==> src/rtl/pll_reset_seq_pkg.sv <==
// Shared types and constants for the PLL reset sequencer.
package pll_reset_seq_pkg;

   typedef enum logic [1:0] {
      PLLRST    = 2'd0,
      WAIT_LOCK = 2'd1,
      STABLE    = 2'd2,
      RUN       = 2'd3
   } pll_state_t;

   localparam int LOST_CNT_W = 8;

   // Larger of two elaboration-time integers; used to size the shared counter.
   function automatic int max_int(input int a, input int b);
      return (a > b) ? a : b;
   endfunction

endpackage

==> src/rtl/pll_reset_seq_sync_ff.sv <==
// N-stage single-bit synchronizer, synchronous active-high reset.
module sync_ff #(
   parameter int N = 2
) (
   input  logic clk,
   input  logic reset,
   input  logic d,
   output logic q
);

   logic [N-1:0] ff;

   // Shift the asynchronous input through N flops; reset clears every stage.
   always_ff @(posedge clk) begin
      if (reset) ff <= '0;
      else       ff <= {ff[N-2:0], d};
   end

   assign q = ff[N-1];

endmodule

==> src/rtl/pll_reset_seq.sv <==
// PLL reset sequencer: pulses PLL RESET, waits for a stable synchronized
// lock, then releases downstream reset. Re-arms on lock loss.
// Optional macro PLL_RESET_SEQ_TIMEOUT_EN: retry the PLL reset when lock does
// not arrive within LOCK_TIMEOUT cycles; without it WAIT_LOCK waits forever.
module pll_reset_seq
   import pll_reset_seq_pkg::*;
#(
   parameter int SYNC_STAGES    = 2,
   parameter int PLL_RST_CYCLES = 16,
   parameter int STABLE_CYCLES  = 1024,
   parameter int LOCK_TIMEOUT   = 65536
) (
   input  logic                  clk,
   input  logic                  reset,
   input  logic                  lock,
   output logic                  pll_reset,
   output logic                  rst_out,
   output logic                  ready,
   output logic [LOST_CNT_W-1:0] lost_cnt
);

`ifdef PLL_RESET_SEQ_TIMEOUT_EN
   localparam int CNT_MAX = max_int(max_int(PLL_RST_CYCLES, STABLE_CYCLES), LOCK_TIMEOUT);
`else
   localparam int CNT_MAX = max_int(PLL_RST_CYCLES, STABLE_CYCLES);
`endif
   localparam int CNT_W = $clog2(CNT_MAX) + 1;

   localparam logic [CNT_W-1:0] RST_LAST    = CNT_W'(PLL_RST_CYCLES - 1);
   localparam logic [CNT_W-1:0] STABLE_LAST = CNT_W'(STABLE_CYCLES - 1);
`ifdef PLL_RESET_SEQ_TIMEOUT_EN
   localparam logic [CNT_W-1:0] TMO_LAST    = CNT_W'(LOCK_TIMEOUT - 1);
`endif

   // Elaboration-time parameter range guards.
   if (SYNC_STAGES < 2 || SYNC_STAGES > 4) begin : g_bad_sync
      $error("SYNC_STAGES must be 2..4");
   end
   if (PLL_RST_CYCLES < 1 || STABLE_CYCLES < 1) begin : g_bad_cycles
      $error("PLL_RST_CYCLES and STABLE_CYCLES must be >= 1");
   end
   if (LOCK_TIMEOUT < 2) begin : g_bad_tmo
      $error("LOCK_TIMEOUT must be >= 2");
   end

   pll_state_t            state, state_nxt;
   logic [CNT_W-1:0]      cnt, cnt_nxt;
   logic [LOST_CNT_W-1:0] lost_nxt;
   logic                  lock_s;

   sync_ff #(.N(SYNC_STAGES)) u_lock_sync (
      .clk   (clk),
      .reset (reset),
      .d     (lock),
      .q     (lock_s)
   );

   // Next state, counter and loss counter; every state change clears cnt.
   always_comb begin
      state_nxt = state;
      cnt_nxt   = cnt + CNT_W'(1);
      lost_nxt  = lost_cnt;
      unique case (state)
         PLLRST: begin
            if (cnt == RST_LAST) begin
               state_nxt = WAIT_LOCK;
               cnt_nxt   = '0;
            end
         end
         WAIT_LOCK: begin
            if (lock_s) begin
               state_nxt = STABLE;
               cnt_nxt   = '0;
            end
`ifdef PLL_RESET_SEQ_TIMEOUT_EN
            else if (cnt == TMO_LAST) begin
               state_nxt = PLLRST;
               cnt_nxt   = '0;
            end
`else
            // No timeout: hold the counter so it can never wrap while waiting.
            else cnt_nxt = '0;
`endif
         end
         STABLE: begin
            if (!lock_s) begin
               state_nxt = WAIT_LOCK;
               cnt_nxt   = '0;
            end else if (cnt == STABLE_LAST) begin
               state_nxt = RUN;
               cnt_nxt   = '0;
            end
         end
         RUN: begin
            cnt_nxt = '0;
            if (!lock_s) begin
               state_nxt = PLLRST;
               if (lost_cnt != '1) lost_nxt = lost_cnt + LOST_CNT_W'(1);
            end
         end
         default: begin
            state_nxt = PLLRST;
            cnt_nxt   = '0;
         end
      endcase
   end

   // State, counter and outputs; outputs decode next state so they move with it.
   always_ff @(posedge clk) begin
      if (reset) begin
         state     <= PLLRST;
         cnt       <= '0;
         lost_cnt  <= '0;
         pll_reset <= 1'b1;
         rst_out   <= 1'b1;
         ready     <= 1'b0;
      end else begin
         state     <= state_nxt;
         cnt       <= cnt_nxt;
         lost_cnt  <= lost_nxt;
         pll_reset <= (state_nxt == PLLRST);
         rst_out   <= (state_nxt != RUN);
         ready     <= (state_nxt == RUN);
      end
   end

endmodule

==> config.mk <==
export PLATFORM = sky130hd
export DESIGN_NAME = pll_reset_seq
export DESIGN_NICKNAME = d
export VERILOG_FILES = /design/src/rtl/pll_reset_seq_pkg.sv /design/src/rtl/pll_reset_seq_sync_ff.sv /design/src/rtl/pll_reset_seq.sv
export SDC_FILE = /design/constraint.sdc
export NUM_CORES = 1
export LEC_CHECK = 0
export BUFFER_PORTS_ARGS = -buffer_cell sky130_fd_sc_hd__buf_4
export CAP_MARGIN = 20
export CORE_ASPECT_RATIO = 0.7
export CORE_UTILIZATION = 50
export DETAILED_ROUTE_END_ITERATION = 10
export PLACE_DENSITY_LB_ADDON = 0.3
export SYNTH_ARGS = -nofsm -noshare
export SYNTH_HDL_FRONTEND = slang
export SYNTH_SLANG_ARGS = --single-unit
==> constraint.sdc <==
create_clock -name clk -period 2.6 [get_ports clk]
set_input_delay 0.39 -clock clk [delete_from_list [all_inputs] [get_ports clk]]
set_output_delay 0.39 -clock clk [all_outputs]
set_load 0.02 [all_outputs]
Word level (Yosys, flattened, before mapping)
Cells that the tools add are included.
{ "totals": {"regBits": 26, "elab_cells": 32, "out_inout_bits": 11, "inputBits": 3} }
{ "classes": {"n_bitwise": 1, "muxes": 10, "reduce_logical": 4, "n_eq_ne": 8, "n_addsub": 2} }
{ "op_table": {"columns": ["op", "count"], "rows": [
  ["$mux W11", 3],
  ["$pmux W11 S3", 1],
  ["$add A11 B1 Y11 const B", 1],
  ["$eq A11 B10 Y1 const B", 1],
  ["$eq A11 B4 Y1 const B", 1],
  ["$mux W2", 5],
  ["$add A8 B1 Y8 const B", 1],
  ["$ne A8 B8 Y1 const B", 1],
  ["$pmux W2 S4", 1],
  ["$eq A2 B2 Y1 const B", 3],
  ["$logic_not A2 Y1", 2],
  ["$reduce_and A3 Y1", 1],
  ["$eq A2 B1 Y1 const B", 1],
  ["$ne A2 B2 Y1 const B", 1],
  ["$reduce_or A2 Y1", 1],
  ["$not A1 Y1", 1]
]} }

Depth between registers and ports, before layout
{ "logic_depth": {"word_depth": 5, "mapped_depth": 5, "ltp_nobuf": 5} }

Modules after synthesis
A second synthesis with hierarchy kept.
{ "unflattened": {"hier_cells": 119, "hier_area_um2": 1174.9} }
{ "modules_own_cells": {"columns": ["mod", "seq_area_each_um2", "instances", "cells_per_inst", "area_each_um2"], "rows": [
  ["pll_reset_seq", 480.5, 1, 115, 1122.3],
  ["sync_ff", 40.0, 1, 4, 52.6]
]} }

Least setup slack after synthesis
OpenSTA, ideal clock, no wires.
{ "synth_timing": {"path_kind": "reg-to-reg", "start": "reg cnt[0]", "end": "reg cnt[2]", "t_arrival_ns": 1.468, "path_stages_with_launch": 6, "setup_time_ns": 0.122, "setup_slack_ns": 1.010, "t_required_ns": 2.478, "synth_period_minus_slack_ns": 1.590, "path_buffers": 0, "cell_sequence": "dfxtp_1 ha_1 nand2_1 or4_4 a21oi_4 nor2_1"} }
{ "synth_via": {"elab_chain_len": 4, "word_cells_on_any_way": 7, "classes_between": "add/sub (1); eq/ne (2); mux (4)"} }
{ "synth_lines": {"columns": ["element", "line", "rtl"], "rows": [
  ["start: declaration", "pll_reset_seq.sv:47", "logic [CNT_W-1:0] cnt, cnt_nxt;"],
  ["start signal: assignment", "pll_reset_seq.sv:119", "cnt <= cnt_nxt;"],
  ["$add A11 B1 Y11 or $eq A11 B10 Y1 (tied branches)", "pll_reset_seq.sv:61, pll_reset_seq.sv:89", null],
  ["$mux W11", "pll_reset_seq.sv:89", "end else if (cnt == STABLE_LAST) begin"],
  ["$mux W11", "pll_reset_seq.sv:86", "if (!lock_s) begin"],
  ["$pmux W11 S3 *", "pll_reset_seq.sv:63", "unique case (state)"]
]} }
Mark *: on every way between the ends. The rest lies on a longest branch, timed or not.
A chain may end at the register's enable or synchronous reset.

Worst setup path after layout
{ "layout_timing": {"start": "reg cnt[0]", "end": "reg cnt[1]"} }
Same word-level chain as after synthesis.

==> results.txt <==
The flow ran to the end, and the final reports show no timing, DRC or antenna violations. After the last flow step, the layout net total stands at 147. The end of the critical path was cnt[1]$_SDFF_PP0_.

The tools report the total setup buffers inserted after CTS as 0. Leaving out fill and tap cells, the most frequent cells in the layout are sky130_fd_sc_hd__dfxtp_1, sky130_fd_sc_hd__nor2_1, sky130_fd_sc_hd__buf_4. The count of filler cells inserted in the layout is 175, and the peak per-stage delay on the critical path is 0.52 ns. The required time at the endpoint of the critical path was 2.81 ns.

The floorplan step set the die width to 58.63 um. Tracing the worst setup path back leads to its startpoint at cnt[0]$_SDFF_PP0_. The number of flops mapped to enable cells by yosys was 0; the yosys synthesis warning count was 0. The total via count after detailed routing is 927. Walking the worst path, the cells encountered are ha_1, nand2_1, or4_4, a21oi_4, nor2b_1. The non-filler instance count after layout is 171, and the number of buffers added on ports is 13. After technology mapping, the gate count stands at 125.

Data on the critical path arrives at its endpoint at 1.97 ns. The number of cells on the worst reg-to-reg path came out at 5. The relative area change from synthesis to final layout is 14.94%, and the remaining antenna violation count is 0.

The antenna diode instance count is 0. The average routed wire per standard cell is 11.92 um. Across the run, the number of max-cap violations was 0. The TritonCTS sink count was 26. The worst path uses 67.65% of the clock period. The tools report the post-detailed-placement half-perimeter wirelength as 1544 um. For this configuration, the core starts out at a cell density of 56.56%. In this run, placement finished with an instance count of 167. The type of destination of the critical path is a register. For the static leakage, the log shows 0.4595 nW. For the synthesized net count, the log shows 130. Type of the tightest min-delay check: input pin to register. The via count of the first global-routing pass was 834.

For this run, the leading register cell type out of synthesis is sky130_fd_sc_hd__dfxtp_1. The number of slew-limit violations in the final report is 0. Most common cell after layout, fill and taps aside: sky130_fd_sc_hd__dfxtp_1. Entering global routing, the biggest net connects 15 pins. The post-route setup TNS is 0 ns.

The worst setup path is of the register to register kind. In the global route stage, overall resource usage came out at 18.56%. The run gives 367.1 uV as the worst voltage drop across the vdd grid.

14 I/O pins were placed. Number of cells on the critical path: 5. Routability-driven placement finished with a final weighted congestion of 0.8537. The tools report the nature of the critical path startpoint as a register. In this run the tightest slew margin relative to its limit is 72.62%. TritonCTS built the clock tree.

Setup violations remaining at the end of the flow were counted as 0. The CTS H-tree depth was 1. The tools report the startpoint of the most critical register-to-register path as cnt[0]$_SDFF_PP0_. The initial antenna violation count was 0; the share of flip-flops with an asynchronous set or reset was 0%. In this run the deepest clock path goes through 2 buffers.

Clock latency on the worst-skew pair, taken at its later pin, is 0.31 ns. The initialized floorplan defines 13 standard-cell rows. At the pin with the least slew margin, the transition time is 0.4087 ns. For this run, the detailed router's first-pass iteration total came to 4.

Capture point of the worst reg-to-reg path: cnt[1]$_SDFF_PP0_. After detailed routing, the number of vias per cell comes to 5.421. The number of endpoints with negative hold slack in the final report came out at 0. The number of DRC violations after detailed-routing iteration 0 is 88. In this run, distinct cell masters in the synthesized netlist total 34. In this run the worst path has a maximum fanout of 9.

The total area inside the core boundary comes to 1984 um^2. The dominant delay contributor by cell family on the critical path was simple AND/OR/NAND/NOR gates. The height of the chip works out to 41.64 um. Setup repair after global routing left no endpoint under its margin.

The sequential fraction of the synthesis area is 46.38%, and the count of buffer and inverter cells on the critical path is 0. For the number of CTS-inserted buffers, the log shows 3. Total power divided by cell area: 485.3 nW/um^2. The floorplan step defined a die boundary enclosing 2441 um^2. The run gives 1122 um^2 as the post-synth design cell area.

The clock transition at the registers of the reported paths is 0.13 ns. The flop-to-flop setup slack came out at 0.84 ns. For the power consumption, the log shows 0.0006260 W.

Derived from the worst setup path, the maximum achievable clock frequency is 568.6 MHz. Counting flops and latches in the post-synthesis netlist gives 26. The routed design has 2038 um of wire.

The critical-path cell with the highest stage delay is sky130_fd_sc_hd__or4_4. The mean area per synthesized cell works out to 8.979 um^2. The worst clock skew on the final layout was 0.004436 ns; the residual overflow from global routing was 0. The fraction of layout cells with a size suffix above 1 works out to 14.89%. The wire length of the first global-routing pass is 3491 um, and the number of hold-repair buffers added at the cts stage is 0. The routed design could run at a clock period as short as 1.759 ns. Clock root buffer: sky130_fd_sc_hd__clkbuf_4.

The quantity of gates resized following cts was 0. After detailed routing, the number of remaining DRC violations is 0.
## registers in the layout, indices dropped and copies added (netlist names)
signal,count
ready,1
pll_reset,1
rst_out,1
state,2
cnt,11
u_lock_sync.ff,2
lost_cnt,8
## area by class of cell
type,instances,area (um^2),share of cell area [%]
flip-flops and latches,26,520.5,40.35
clock buffers,4,36.28,2.813
multi-input cells,96,590.6,45.78
inverters,2,7.507,0.5820
well taps,30,37.54,2.910
repair buffers,13,97.59,7.565
## synth_stat cells (3+ instances only)
library cell | number | area [um^2]
sky130_fd_sc_hd__nand2_1 | 8 | 30.03
sky130_fd_sc_hd__nor4_1 | 3 | 18.77
sky130_fd_sc_hd__nor3_1 | 7 | 35.03
sky130_fd_sc_hd__nor2b_1 | 5 | 31.28
sky130_fd_sc_hd__xnor2_1 | 6 | 52.55
sky130_fd_sc_hd__nand4_1 | 3 | 18.77
sky130_fd_sc_hd__dfxtp_1 | 26 | 520.5
sky130_fd_sc_hd__o21ai_0 | 3 | 15.01
sky130_fd_sc_hd__xor2_1 | 3 | 26.28
sky130_fd_sc_hd__nand3_1 | 7 | 35.03
sky130_fd_sc_hd__nor2_1 | 21 | 78.83
sky130_fd_sc_hd__or3_1 | 3 | 18.77
## worst min path at each step
| stage | start | endpoint | slack, ns | cells past startpoint |
|---|---|---|---|---|
| 2_1_floorplan | u_lock_sync.ff[0]$_SDFF_PP0_ | u_lock_sync.ff[1]$_SDFF_PP0_ | 0.41 | 1 |
| 3_3_place_gp | u_lock_sync.ff[0]$_SDFF_PP0_ | u_lock_sync.ff[1]$_SDFF_PP0_ | 0.43 | 1 |
| 3_5_place_dp | u_lock_sync.ff[0]$_SDFF_PP0_ | u_lock_sync.ff[1]$_SDFF_PP0_ | 0.44 | 1 |
| 4_1_cts | lock | u_lock_sync.ff[0]$_SDFF_PP0_ | 0.28 | 2 |
| 5_1_grt | lock | u_lock_sync.ff[0]$_SDFF_PP0_ | 0.29 | 2 |
| 6_report | lock | u_lock_sync.ff[0]$_SDFF_PP0_ | 0.28 | 2 |
## logic make-up after synthesis
group | synth area share [%]
flip-flops | 46.38
multiplexers | 1.784
adder cells (fa/ha/maj) | 2.229
AO/OA/AOI/OAI | 9.699
AND/OR/NAND/NOR | 31.88
buffers and inverters | 1.003
XOR/XNOR | 7.024
## layer usage
layer  GRT usage [%]  part of all wire [%]  up-vias
li1                -                     -      477
met1           26.61                    50      423
met2           26.90                    43       23
met3           6.231                   5.6        4
met4           4.286                   1.3        0
met5               0                     0        -
## through the flow
step	worst slack [ns]	hold slack [ns]	instance area, um^2	utilization [%]
3_5_place_dp	0.8581	0.4376	1254	63.18
4_1_cts	0.8384	0.2783	1290	65.01
5_1_grt	0.7576	0.2873	1290	65.01
2_1_floorplan	1.010	0.4138	1122	-
3_3_place_gp	0.9280	0.4285	1254	63.18
6_report	0.8412	0.2777	1290	65.01
## report_power, final
group          leakage (nW)  switching (W)  internal [W]
registers             0.210     0.00000570      0.000404
clock network        0.0210       0.000112     0.0000855
logic                 0.228      0.0000102    0.00000918
Note: power is estimated with default switching activity, not from simulation.
